$ cat src/rtl/alu_logop_dispatch.sv
// alu_logop_dispatch: issues RV32I AND/OR/XOR ops to the logic-op unit and returns its result
module alu_logop_dispatch #(
    parameter int LOGOP_LATENCY = 1
) (
    input  logic        soc_clk,
    input  logic        reset,
    input  logic        instr_valid,
    output logic        instr_ready,
    input  logic [2:0]  instr_funct3,
    input  logic        instr_is_imm,
    input  logic [31:0] rs1_dat,
    input  logic [31:0] rs2_dat,
    input  logic [11:0] imm12,
    input  logic [4:0]  rd_addr,
    output logic        dat_ready,
    output logic [31:0] ALU_dat1,
    output logic [31:0] ALU_dat2,
    output logic [3:0]  decryptedOP,
    input  logic [31:0] LogOp_out,
    output logic        res_valid,
    input  logic        res_ready,
    output logic [31:0] res_dat,
    output logic [4:0]  res_rd,
    output logic        illegal_op
);
    typedef enum logic [1:0] {IDLE, ISSUE, WAIT, RESP} state_t;
    state_t      state;
    logic [2:0]  cnt;
    logic [3:0]  op;
    logic        legal;
    assign op = instr_funct3 == 3'b111 ? 4'd15 :
                instr_funct3 == 3'b110 ? 4'd14 :
                instr_funct3 == 3'b100 ? 4'd11 : 4'd0;
    assign legal = op != 4'd0;
    always_ff @(posedge soc_clk or negedge reset) begin
        if (!reset) begin
            state       <= IDLE;
            cnt         <= 3'd0;
            instr_ready <= 1'b0;
            dat_ready   <= 1'b0;
            ALU_dat1    <= 32'd0;
            ALU_dat2    <= 32'd0;
            decryptedOP <= 4'd0;
            res_valid   <= 1'b0;
            res_dat     <= 32'd0;
            res_rd      <= 5'd0;
            illegal_op  <= 1'b0;
        end else begin
            case (state)
                IDLE: begin
                    instr_ready <= 1'b1;
                    // instr_ready gates acceptance so the first cycle after reset is never an accept
                    if (instr_valid && instr_ready) begin
                        instr_ready <= 1'b0;
                        ALU_dat1    <= legal ? rs1_dat : 32'd0;
                        ALU_dat2    <= !legal ? 32'd0 :
                                       instr_is_imm ? {{20{imm12[11]}}, imm12} : rs2_dat;
                        decryptedOP <= op;
                        dat_ready   <= legal;
                        res_rd      <= rd_addr;
                        res_dat     <= 32'd0;
                        illegal_op  <= !legal;
                        res_valid   <= !legal;
                        state       <= legal ? ISSUE : RESP;
                    end
                end
                ISSUE: begin
                    cnt   <= 3'(LOGOP_LATENCY);
                    state <= WAIT;
                end
                WAIT: begin
                    cnt <= cnt - 3'd1;
                    if (cnt == 3'd1) begin
                        res_dat     <= LogOp_out;
                        illegal_op  <= 1'b0;
                        res_valid   <= 1'b1;
                        dat_ready   <= 1'b0;
                        ALU_dat1    <= 32'd0;
                        ALU_dat2    <= 32'd0;
                        decryptedOP <= 4'd0;
                        state       <= RESP;
                    end
                end
                RESP: begin
                    if (res_ready) begin
                        res_valid   <= 1'b0;
                        instr_ready <= 1'b1;
                        state       <= IDLE;
                    end
                end
            endcase
        end
    end
endmodule

$ cat config.mk
export PLATFORM = sky130hd
export DESIGN_NAME = alu_logop_dispatch
export DESIGN_NICKNAME = d
export VERILOG_FILES = /design/src/rtl/alu_logop_dispatch.sv
export SDC_FILE = /design/constraint.sdc
export NUM_CORES = 1
export LEC_CHECK = 0
export ABC_AREA = 1
export CAP_MARGIN = 20
export CELL_PAD_IN_SITES_DETAIL_PLACEMENT = 1
export CELL_PAD_IN_SITES_GLOBAL_PLACEMENT = 2
export CORE_MARGIN = 5
export CORE_UTILIZATION = 23
export DETAILED_ROUTE_END_ITERATION = 12
export PLACE_DENSITY_LB_ADDON = 0.1
export SYNTH_ARGS = -nofsm -noshare
export SYNTH_HDL_FRONTEND = slang
export SYNTH_SLANG_ARGS = --single-unit
$ cat constraint.sdc
create_clock -name soc_clk -period 2.05 [get_ports soc_clk]
set_input_delay 0.41 -clock soc_clk [delete_from_list [all_inputs] [get_ports soc_clk]]
set_output_delay 0.41 -clock soc_clk [all_outputs]
set_load 0.005 [all_outputs]
== Yosys cells after proc, flatten, opt, wreduce, memory -nomap -nowiden ==
Cells that the tools add are included.

* Add/subtract/negate cells: 1
* Eq/ne operators: 10
* Muxes and demuxes: 34
* Reductions and logical operators: 13

{| class="wikitable"
|+ Operators with widths
! kind !! count
|-
| two-way mux 32 bit || 8
|-
| one-hot mux 32 bit (2 select lines) || 3
|-
| two-way mux 4 bit || 5
|-
| equality test 3 bit (second input constant) || 3
|-
| two-way mux 2 bit || 4
|-
| one-hot mux 2 bit (4 select lines) || 1
|-
| one-hot mux 4 bit (2 select lines) || 1
|-
| two-way mux 1 bit || 7
|-
| != test 2 bit (second input constant) || 3
|-
| one-hot mux 1 bit (2 select lines) || 3
|-
| one-hot mux 3 bit (2 select lines) || 1
|-
| AND reduction 3 bit || 2
|-
| nonzero test 2 bit || 3
|-
| equality test 2 bit (second input constant) || 2
|-
| AND reduction 2 bit || 2
|-
| AND reduction 4 bit || 1
|-
| nonzero test 4 bit || 1
|-
| equality test 3 x 1 -> 1 bit (second input constant) || 1
|-
| one-hot mux 1 bit (3 select lines) || 1
|-
| nonzero test 3 bit || 1
|-
| subtractor 3 x 1 -> 3 bit (second input constant) || 1
|-
| equality test 2 x 1 -> 1 bit (second input constant) || 1
|-
| logical NOT 2 bit || 1
|-
| logical AND 1 bit || 1
|-
| logical NOT 1 bit || 1
|}

* Bits in registers: 114
* Input bits: 121
* Output and inout bits: 109
* Logic and storage cells: 69

== Longest topological paths before layout ==
* Word-level depth: 8
* Depth in mapped cells: 9
* Mapped depth without buffers: 8

== Least setup slack after synthesis ==
No wires, ideal clock.

* Path type: reg2reg
* From: register state[0]
* To: register decryptedOP[0]
* Setup time: 0.124 ns
* Arrival time: 1.394 ns
* Data required time: 1.926 ns
* Path slack: 0.532 ns
* Stages on the path, launching flop included: 10
* Buffers on the path: 2
* Period minus slack after synthesis: 1.518 ns
* Cell sequence: dfrtp_1 -> inv_1 -> ha_1 -> nor2_2 -> inv_2 -> nand3_2 -> buf_6 -> buf_4 -> nand2_1 -> nand2_1

* Cells in the longest elaborated chain, start to end: 3
* Elaborated cells between the ends (all ways): 7
* Classes of those cells: 3 x eq/ne; 1 x mux; 3 x reduce/logical

{| class="wikitable"
|+ Ends and longest elaborated chain
! element !! line !! RTL
|-
| from (decl) || 27 || <nowiki>state_t state;</nowiki>
|-
| from (signal assigned) || 64 || <nowiki>state <= legal ? ISSUE : RESP;</nowiki>
|-
| equality test 2 bit or logical NOT 2 bit (tied branches) || 49 || <nowiki>case (state)</nowiki>
|-
| != test 2 bit (no line) or nonzero test 2 bit (tied branches) || - ||
|-
| AND reduction 3 bit (no line) || - ||
|-
| to (signal assigned) || 58 || <nowiki>decryptedOP <= op;</nowiki>
|-
| to (decl) || 18 || <nowiki>output logic [3:0] decryptedOP,</nowiki>
|}

Parallel ways exist; a longest one is shown, timed or not.
A chain may end at the register's enable or synchronous reset.

== Worst setup path in the final report ==
* From: register state[0]
* To: register res_dat[5]

* Cells in the longest elaborated chain, start to end: 3
* Elaborated cells between the ends (all ways): 7
* Classes of those cells: 3 x eq/ne; 1 x mux; 3 x reduce/logical

{| class="wikitable"
|+ Ends and longest elaborated chain
! element !! line !! RTL
|-
| equality test 2 bit or logical NOT 2 bit (tied branches) || 49 ||
|-
| != test 2 bit (no line) or nonzero test 2 bit (tied branches) || - ||
|-
| AND reduction 3 bit (no line) || - ||
|-
| to (signal assigned) || 74 || <nowiki>res_dat <= LogOp_out;</nowiki>
|-
| to (decl) || 22 || <nowiki>output logic [31:0] res_dat,</nowiki>
|}

Parallel ways exist; a longest one is shown, timed or not.

==> impl_metrics.csv <==
group,metric,value,unit
run_status,status,"finished clean",
critical_path,required,2.32,ns
yosys,synthesis.nets,760,
detailed_routing,drcViolationCount,0,
cells_and_area,final_cells,1156,
critical_path,cp_max_fo,32,
detailed_routing,wl_per_cell,15.48,um
die,core,0.02182,mm^2
power,pwr-share-clk,25.7,%
clock_network,cts_tree,"yes",
detailed_routing,drt-total-wl,17890,um
clock_network,cts_root_buf,"clkbuf_16",
critical_path,critPathKind,"reg -> reg",
die,io_pins,230,
die,dieHeight,159.1,um
cells_and_area,fill_cells,2574,
cells_and_area,multiInputGateArea,0.001788,mm^2
min_path,min_from,"ALU_dat1[30]",
critical_path,ff2ff_setup_slack,0.24,ns
min_path,holdPathStages,2,
power,swShare,35.28,%
global_routing,grt_pass1_vias,5357,
critical_path,crit_arrival,2.08,ns
critical_path,startpoint,"state[0]",
min_path,hold_end,"ALU_dat1[30]",
sta,fin_crit,1.811,ns
die,fp.dieW,159.1,um
yosys,syn_avg_cell_area,8.076,um^2
cells_and_area,seqCellArea,0.002828,mm^2
sta,worst_pin_slew,0.4081,ns
run,cap_violations,0,
cells_and_area,area_growth_syn_to_layout,62.68,%
sta,worst_slack,0.2391,ns
cells_and_area,antenna_cells,0,
sta,clock_skew,0.01304,ns
critical_path,end_kind,"register",
clock_network,cts.sinks,113,
power,p_per_area,1284,mW/mm^2
die,rows,54,
power,seqPwrFrac,31.9,%
yosys,syn_inst,633,
sta,grt_setup_unrepaired,"false",
critical_path,r2r_end,"res_dat[5]",
global_routing,grt_pass1_wl,29170,um
min_path,hold_path_class,"reg -> reg",
yosys,synth-seq-area-share,55.31,%
sta,period_share,88.34,%
sta,drv_slew,0,
clock_network,cts-buffers-inserted,17,
detailed_routing,vias_per_cell,4.183,
sta,hold_ws,0.4694,ns
clock_network,htreeDepth,4,
detailed_routing,drt-initial-drc-count,162,
critical_path,reg2reg_from,"state[0]",
detailed_routing,drtAntennaViolNets,0,
yosys,netlist_area,0.005112,mm^2
critical_path,startpoint_type,"register",
critical_path,reg2regPathDepth,6,
detailed_routing,num_vias,4835,
clock_network,clk_path_buf_depth,2,
place,place_hpwl,13360,um
clock_network,clkTransAtPathRegs,0.05,ns
power,p_sw,3767,uW
clock_network,clock_latency,0.41,ns
place,place_congestion,0.7408,
global_routing,grt-ovfl-total,0,
detailed_routing,drt-pass1-iter-count,4,
yosys,ys_types,22,
cells_and_area,design_area,0.008317,mm^2
sta,max_freq,0.5522,GHz
yosys,yosys_warnings,0,
place,dp_slack,0.1330,ns
cells_and_area,mostFrequentLayoutCells,"228 x clkdlybuf4s50_1, 212 x nand2_1, 113 x dfrtp_1, 85 x inv_1, 64 x nor2_1",
power,ir_drop,0.6786,mV
global_routing,grt_use_total,14.20,%
place,place_area,0.007756,mm^2
yosys,synth-seq-cells,113,
sta,setup_viol,0,
die,die_area,0.02531,mm^2
global_routing,grt_max_degree,55,
power,leakage,0.004105,uW
die,initial_utilization,23.43,%
sta,hold_viol,0,
cells_and_area,nets,991,
cells_and_area,final_common_cell,"clkdlybuf4s50_1",
place,io_buffer_count,229,
sta,slew_headroom,72.70,%
power,comb_power_share,42.4,%
clock_network,post_cts_buffers,0,
global_routing,antenna_found_initial,0,
sta,fin_tns_setup,0,ns
power,p_int,6909,uW
place,place_inst,1124,
cells_and_area,drive_gt1_share,7.306,%
-- how the worst max path moves through the flow --
stage / endpoint / cells after the start / slack, ns
floorplan: decryptedOP[0] / 9 / 0.53
global placement: illegal_op / 7 / 0.14
detailed placement: res_dat[5] / 6 / 0.13
CTS: illegal_op / 7 / 0.13
global route: res_dat[1] / 6 / 0.04
finish: res_dat[5] / 6 / 0.24
-- cell families after synthesis --
group | after synthesis | synth area share [%]
flops | 113 | 55.31
compound gates | 74 | 7.954
buf+inv | 118 | 9.912
simple gates | 322 | 25.35
fa+ha+maj | 6 | 1.468
-- synth_stat cells --
master	count	area [um^2]
dfrtp_1	113	2828
o21ai_1	23	115.1
o211ai_1	1	7.510
a21oi_1	2	10.01
o21bai_1	1	7.510
buf_6	3	33.78
inv_2	1	3.750
buf_2	12	60.06
inv_1	85	319.1
nand3_1	36	180.2
nor2_4	2	22.52
nand2_1	212	795.8
nand3_2	2	20.02
o21ai_2	8	70.07
nor2_1	64	240.2
o21ai_0	38	190.2
buf_4	7	52.55
nand2_2	5	31.28
o22ai_1	1	6.260
ha_1	6	75.07
nor2_2	1	6.260
clkbuf_1	10	37.54
-- power groups by stage --
stage / clock network [uW] / logic (uW) / registers, uW
global route: 2960 / 5060 / 3510
floorplan: 0 / 2110 / 3440
global placement: 0 / 4570 / 3420
detailed placement: 0 / 4660 / 3450
CTS: 2840 / 4680 / 3420
finish: 2750 / 4520 / 3410
-- per-layer routing --
layer	wire length [um]	global-route usage [%]	vias to the layer above
li1	-	-	2378
met1	7902	17.50	2297
met2	8769	23.94	145
met3	995	4.608	15
met4	225	3.877	0
met5	0	0	-
-- cell type report --
class,instances,area share (%)
inverter,86,3.881
clock inverter,10,1.053
sequential,113,34.00
clock buffer,21,5.536
timing repair buffer,244,29.82
tap,280,4.212
multi-input combinational,402,21.50
-- repair_timing --
action	4_1_cts	5_1_grt
setup endpoints to repair	0	18
hold buffers	1	0
resized for setup	0	1
hold endpoints to repair	25	0
-- through the flow --
stage | utilization, % | power (uW)
5_1_grt | 38.11 | 11530
6_report | 38.11 | 10680
3_5_place_dp | 35.54 | 8112
3_3_place_gp | 35.54 | 7987
2_1_floorplan | - | 5556
4_1_cts | 38.10 | 10950
-- state kept, by name, summed over array words and instances, names as in the netlist --
| signal | count |
|---|---|
| ALU_dat1 | 32 |
| dat_ready | 1 |
| ALU_dat2 | 32 |
| cnt | 3 |
| res_rd | 5 |
| decryptedOP | 3 |
| res_dat | 32 |
| state | 2 |
| instr_ready | 1 |
| illegal_op | 1 |
| res_valid | 1 |
-- worst max-delay path, cell delays in order, from the launching register on --
cell and delay [ns]:
dfrtp_1 0.42, inv_1 0.12, ha_1 0.35, nand2_2 0.17, nand3_1 0.12, buf_4 0.33, o21ai_0 0.14
(Power assumes the default switching activity.)
